### config.mk
export PLATFORM = sky130hd
export DESIGN_NAME = serial_sort_stream_flat
export DESIGN_NICKNAME = d
export VERILOG_FILES = /design/src/rtl/serial_sort_stream_if.sv /design/src/rtl/serial_sort_stream.sv /design/src/flat_wrapper.sv
export SDC_FILE = /design/constraint.sdc
export NUM_CORES = 1
export LEC_CHECK = 0
export BUFFER_PORTS_ARGS = -buffer_cell sky130_fd_sc_hd__buf_4
export CAP_MARGIN = 5
export CORE_ASPECT_RATIO = 1.75
export CORE_MARGIN = 5
export CORE_UTILIZATION = 50
export CTS_CLUSTER_SIZE = 28
export DETAILED_ROUTE_END_ITERATION = 6
export PLACE_DENSITY = 0.67
export SETUP_SLACK_MARGIN = 0.2
export SLEW_MARGIN = 20
export SYNTH_ARGS = -nofsm -noshare
export SYNTH_HDL_FRONTEND = slang
export SYNTH_SLANG_ARGS = --single-unit
export TNS_END_PERCENT = 5
### constraint.sdc
create_clock -name clk -period 20.1 [get_ports clk]
set_input_delay 4.02 -clock clk [delete_from_list [all_inputs] [get_ports clk]]
set_output_delay 4.02 -clock clk [all_outputs]
set_load 0.05 [all_outputs]
### src/rtl/serial_sort_stream_if.sv
// Stream bundle for the serial sorter: one input handshake (values to sort),
// one output handshake (sorted values with end-of-frame marker) and a busy flag.
// The master side drives values in and takes results out; the sorter is the slave.
interface serial_sort_stream_if #(
   parameter int WIDTH = 10
);
   logic             in_valid;
   logic [WIDTH-1:0] in_data;
   logic             in_ready;
   logic             out_valid;
   logic [WIDTH-1:0] out_data;
   logic             out_ready;
   logic             out_last;
   logic             busy;

   modport master (
      output in_valid, in_data, out_ready,
      input  in_ready, out_valid, out_data, out_last, busy
   );

   modport slave (
      input  in_valid, in_data, out_ready,
      output in_ready, out_valid, out_data, out_last, busy
   );
endinterface

### src/rtl/serial_sort_stream.sv
// Streaming insertion sorter. Collects DEPTH unsigned values one per input
// handshake, keeping the register array sorted as each value arrives, then
// replays the array one value per output handshake. Equal values keep their
// arrival order because a new value lands after every stored equal one.
module serial_sort_stream #(
   parameter int WIDTH   = 10,
   parameter int DEPTH   = 6,
   parameter bit DESCEND = 1'b0
) (
   input  logic               clk,
   input  logic               rst,
   serial_sort_stream_if.slave bus
);
   localparam int CW = $clog2(DEPTH + 1);
   localparam int IW = $clog2(DEPTH);

   typedef enum logic {LOAD, EMIT} state_t;

   state_t           r_state;
   logic [WIDTH-1:0] r_s [DEPTH];
   logic [CW-1:0]    r_cnt;
   logic [CW-1:0]    r_idx;
   logic             r_in_ready;
   logic             r_out_valid;
   logic [WIDTH-1:0] r_out_data;
   logic             r_out_last;
   logic             r_busy;

   logic [CW-1:0]    w_pos;
   logic [WIDTH-1:0] w_ins [DEPTH];
   logic             w_in_xfer;
   logic             w_out_xfer;
   logic [CW-1:0]    w_idx_nx;

   // A stored value precedes the incoming one when it sorts earlier or is equal.
   function automatic logic goes_before(input logic [WIDTH-1:0] s,
                                        input logic [WIDTH-1:0] x);
      if (DESCEND) return (s >= x);
      else         return (s <= x);
   endfunction

   assign w_in_xfer  = bus.in_valid & r_in_ready;
   assign w_out_xfer = r_out_valid & bus.out_ready;
   assign w_idx_nx   = r_idx + CW'(1);

   assign bus.in_ready  = r_in_ready;
   assign bus.out_valid = r_out_valid;
   assign bus.out_data  = r_out_data;
   assign bus.out_last  = r_out_last;
   assign bus.busy      = r_busy;

   // Insertion point: how many valid entries go before the incoming value.
   always_comb begin
      w_pos = '0;
      for (int i = 0; i < DEPTH; i++) begin
         if ((CW'(i) < r_cnt) && goes_before(r_s[i], bus.in_data))
            w_pos = w_pos + CW'(1);
      end
   end

   // Array after inserting the incoming value at w_pos and shifting the tail up.
   always_comb begin
      for (int i = 0; i < DEPTH; i++) begin
         if (CW'(i) < w_pos)
            w_ins[i] = r_s[i];
         else if (CW'(i) == w_pos)
            w_ins[i] = bus.in_data;
         else if (CW'(i) <= r_cnt)
            w_ins[i] = r_s[(i == 0) ? 0 : i - 1];
         else
            w_ins[i] = r_s[i];
      end
   end

   // LOAD/EMIT controller with registered handshake outputs.
   always_ff @(posedge clk) begin
      if (rst) begin
         r_state     <= LOAD;
         r_cnt       <= '0;
         r_idx       <= '0;
         for (int i = 0; i < DEPTH; i++) r_s[i] <= '0;
         r_in_ready  <= 1'b1;
         r_out_valid <= 1'b0;
         r_out_data  <= '0;
         r_out_last  <= 1'b0;
         r_busy      <= 1'b0;
      end else begin
         case (r_state)
            LOAD: begin
               if (w_in_xfer) begin
                  for (int i = 0; i < DEPTH; i++) r_s[i] <= w_ins[i];
                  r_busy <= 1'b1;
                  if (r_cnt == CW'(DEPTH - 1)) begin
                     // Frame complete: present the first sorted value next cycle.
                     r_state     <= EMIT;
                     r_cnt       <= CW'(DEPTH);
                     r_idx       <= '0;
                     r_in_ready  <= 1'b0;
                     r_out_valid <= 1'b1;
                     r_out_data  <= w_ins[0];
                     r_out_last  <= 1'b0;
                  end else begin
                     r_cnt <= r_cnt + CW'(1);
                  end
               end
            end
            EMIT: begin
               if (w_out_xfer) begin
                  if (r_out_last) begin
                     r_state     <= LOAD;
                     r_cnt       <= '0;
                     r_idx       <= '0;
                     r_in_ready  <= 1'b1;
                     r_out_valid <= 1'b0;
                     r_out_data  <= '0;
                     r_out_last  <= 1'b0;
                     r_busy      <= 1'b0;
                  end else begin
                     r_idx      <= w_idx_nx;
                     r_out_data <= r_s[w_idx_nx[IW-1:0]];
                     r_out_last <= (w_idx_nx == CW'(DEPTH - 1));
                  end
               end
            end
         endcase
      end
   end
endmodule

### src/flat_wrapper.sv
// flat-port wrapper written by rule: the top's interface ports become plain ports
module serial_sort_stream_flat 
#(
   parameter int WIDTH   = 10,
   parameter int DEPTH   = 6,
   parameter bit DESCEND = 1'b0
)
  (clk, rst, bus_in_valid, bus_in_data, bus_out_ready, bus_in_ready, bus_out_valid, bus_out_data, bus_out_last, bus_busy);
  serial_sort_stream_if #(.WIDTH(WIDTH)) bus_i ();
  input  logic clk;
  input  logic rst;
  input wire logic [$bits(bus_i.in_valid)-1:0] bus_in_valid;
  input wire logic [$bits(bus_i.in_data)-1:0] bus_in_data;
  input wire logic [$bits(bus_i.out_ready)-1:0] bus_out_ready;
  output wire logic [$bits(bus_i.in_ready)-1:0] bus_in_ready;
  output wire logic [$bits(bus_i.out_valid)-1:0] bus_out_valid;
  output wire logic [$bits(bus_i.out_data)-1:0] bus_out_data;
  output wire logic [$bits(bus_i.out_last)-1:0] bus_out_last;
  output wire logic [$bits(bus_i.busy)-1:0] bus_busy;
  assign bus_i.in_valid = bus_in_valid;
  assign bus_i.in_data = bus_in_data;
  assign bus_i.out_ready = bus_out_ready;
  assign bus_in_ready = bus_i.in_ready;
  assign bus_out_valid = bus_i.out_valid;
  assign bus_out_data = bus_i.out_data;
  assign bus_out_last = bus_i.out_last;
  assign bus_busy = bus_i.busy;
  serial_sort_stream #(.WIDTH(WIDTH), .DEPTH(DEPTH), .DESCEND(DESCEND)) u_core (.clk(clk), .rst(rst), .bus(bus_i));
endmodule
==> results_dict.tcl <==
set metrics [dict create \
    timing.slew.headroom_pct 34.23 \
    status "completed" \
    timing.critical_path.from "bus_in_data[1]" \
    slew_violations 0 \
    synthTopCellsByArea "edfxtp_1, ha_1, mux2i_1" \
    vdd_drop_max_mv 0.04964 \
    synth_top_area_cell "edfxtp_1" \
    slowest_stage "nor2_1" \
    gr-max-usage-layer "met2" \
    die_w_um 92.90 \
    ys_warn_count 0 \
    grt_pass1_wl_mm 26.28 \
    r2r-start "u_core.r_s[1][1]$_SDFFCE_PN0P_" \
    grt_setup_unrepaired "no" \
    layout-drive-gt1-share_pct 12.60 \
    fill_cells 1049 \
    min_period_over_period_pct 54.04 \
    cts_setup_buffers 0 \
    antenna_found_initial 0 \
    synth_seq_area_share_pct 36.95 \
    most-common-layout-cells "nor2_1, ha_1, mux2i_1, edfxtp_1, a21oi_1" \
    ff2ff_setup_slack_ns 12.77 \
    synth_top_area_share_pct 29.96 \
    grt_usage_pct 23.77 \
    clock_sink_count 81 \
    die_y_um 155.1 \
    area_growth_pct 9.967 \
    vias_per_cell 6.447 \
    finalSetupTns_ns 0 \
    grt_overflow_total 0 \
    grt_start_max_net_pins 61 \
    cp_num_cells 30 \
    initial_core_util_pct 50.38 \
    antenna_cells 0 \
    period_needed_ns 10.86 \
    cp.required_ns 20.10 \
    worst-path-max-fanout 12 \
    crit_path_start_kind "primary input" \
    path_buf_inv 3 \
    die-area_mm2 0.01441 \
    arrival_ns 10.86 \
    use_met2_pct 42.39 \
    grt_pass1_vias 5003 \
    rr_endpoint "u_core.r_s[3][5]$_SDFFCE_PN0P_" \
    root_buffer "clkbuf_16" \
    p_leak_nw 2.756 \
    synth_edf_count 60 \
    regArea_mm2 0.002222 \
    clk_latency_ns 0.35 \
    path_class "in -> reg" \
    skew_ns 0.008007 \
    clock.fmax_ghz 0.09207 \
    io_pins 28 \
    synthFlopType "edfxtp_1" \
    vias 4874 \
    ctsHoldBuffers 0 \
    drc_errors 0 \
    port_buffers 27 \
    clockBufferDepth 2 \
    crit_top_cell "o21a_1" \
    synth_cells 603 \
    core.rowCount 53 \
    setup_viol 0 \
    met3_usage_pct 3.870 \
    dp_hpwl_mm 12.57 \
    drt_iter0_drc 370 \
    drt-total-wl_mm 16.56 \
    synth_cell_types 55 \
    reg2reg_depth 28 \
    htree_levels 3 \
    routabilityCongestion 0.9539 \
    core_area_mm2 0.01194 \
    cts_resized 0 \
    final_util_pct 55.40 \
    netlist_area_mm2 0.006013 \
    p_per_area_mw_per_mm2 73.43 \
    syn_avg_cell_area_um2 9.972 \
    cts_made_buffers 9 \
    cpPeakStageDelay_ns 0.81 \
    hold_viol_final 0 \
    dr.pass1.iters 4 \
    synth_fp_nets 687 \
    cp-endpoint "u_core.r_s[3][5]$_SDFFCE_PN0P_" \
    nNetsFinal 698 \
    ant_nets 0 \
    cts_tree "done" \
    ys_async_sr_fraction_pct 0 \
    end_kind "flip-flop" \
    synth-seq-cells 81 \
    wl_per_cell_um 21.90 \
    multi_input_area_mm2 0.003582 \
    final_common_cell "nor2_1" \
    drv_cap 0 \
    path_clk_slew_ns 0.06 \
    grt.met1_usage_pct 27.45 \
    tightest_slew_ns 0.9829 \
    critPathTopFamily "compound AO/OA/AOI/OAI gates" \
    hp-class "reg -> reg" \
]
==> worst min-delay path by stage <==
stage                                        start                                  end  slack [ns]  depth (start not counted)
6_report              u_core.bus.busy$_SDFFE_PP0P_         u_core.bus.busy$_SDFFE_PP0P_        0.47                          1
5_1_grt        u_core.bus.out_data[9]$_SDFFE_PP0P_  u_core.bus.out_data[9]$_SDFFE_PP0P_        0.51                          2
4_1_cts               u_core.bus.busy$_SDFFE_PP0P_         u_core.bus.busy$_SDFFE_PP0P_        0.47                          1
3_5_place_dp          u_core.bus.busy$_SDFFE_PP0P_         u_core.bus.busy$_SDFFE_PP0P_        0.46                          1
3_3_place_gp          u_core.bus.busy$_SDFFE_PP0P_         u_core.bus.busy$_SDFFE_PP0P_        0.45                          1
2_1_floorplan         u_core.r_idx[1]$_SDFFE_PP0P_         u_core.r_idx[1]$_SDFFE_PP0P_        0.45                          2
==> kinds of logic (layout without fill, tap and decap cells) <==
| family | after synthesis | in the layout | synth area share (%) |
|---|---|---|---|
| AND/OR/NAND/NOR | 203 | 203 | 16.02 |
| AO/OA/AOI/OAI | 114 | 114 | 13.09 |
| flip-flops | 81 | 81 | 36.95 |
| adder cells (fa/ha/maj) | 70 | 70 | 14.57 |
| multiplexers | 70 | 70 | 13.73 |
| buffers and inverters | 58 | 74 | 3.891 |
| XOR/XNOR | 7 | 7 | 1.748 |
==> report_power, final <==
group	switching, mW	total (mW)	internal, mW
clock	0.0758	0.174	0.0977
sequential	0.0126	0.206	0.193
combinational	0.0620	0.106	0.0442
total	0.150	0.486	0.335
==> layer usage <==
metal  wire length (um)  vias to the layer above
met1               6445                     2394
li1                   -                     2266
met4                619                        0
met5                  0                        -
met2               8787                      160
met3                708                       54
==> synth_stat cells, drive strengths merged, types with 2 or more instances <==
library cell and count:
xnor2 4, nor4 4, and2 2, xnor3 2
a21o 15, o31ai 2, mux2i 60, inv 27
nor2b 7, a2111oi 4, nand4 13, o21ai 10
o21a 13, buf 10, o221a 10, or2 3
nand2b 8, nor4b 2, nand2 33, mux4 10
ha 70, a21oi 39, dfxtp 21, nand3 17
a211oi 7, and3 4, nor2 88, nor3 17
clkbuf 21, a21boi 3, edfxtp 60, o211ai 2
a31oi 2
==> area by class of cell <==
| type | count | area share, % |
|---|---|---|
| clock buffers | 9 | 3.406 |
| repair buffers | 31 | 3.519 |
| inverters | 27 | 1.533 |
| multi-input cells | 464 | 54.17 |
| clock inverters | 7 | 1.173 |
| well taps | 137 | 2.592 |
| flip-flops and latches | 81 | 33.60 |
==> registers in the layout (all words and copies together), names as in the netlist <==
signal                flops
u_core.r_state            1
u_core.r_cnt              3
u_core.bus.out_last       1
u_core.bus.busy           1
u_core.r_s               60
u_core.bus.in_ready       1
u_core.bus.out_valid      1
u_core.bus.out_data      10
u_core.r_idx              3
==> through the flow <==
step	power (mW)	hold WS (ns)	setup slack, ns	instance area (um^2)	cells
2_1_floorplan	0.2811	0.4486	10.78	6013	603
3_3_place_gp	0.3093	0.4501	9.259	6300	740
3_5_place_dp	0.3138	0.4567	8.974	6306	740
4_1_cts	0.4856	0.4719	9.328	6609	756
5_1_grt	0.5055	0.5096	8.763	6613	756
6_report	0.4856	0.4684	9.239	6613	756
Note: power is estimated with default switching activity, not from simulation.
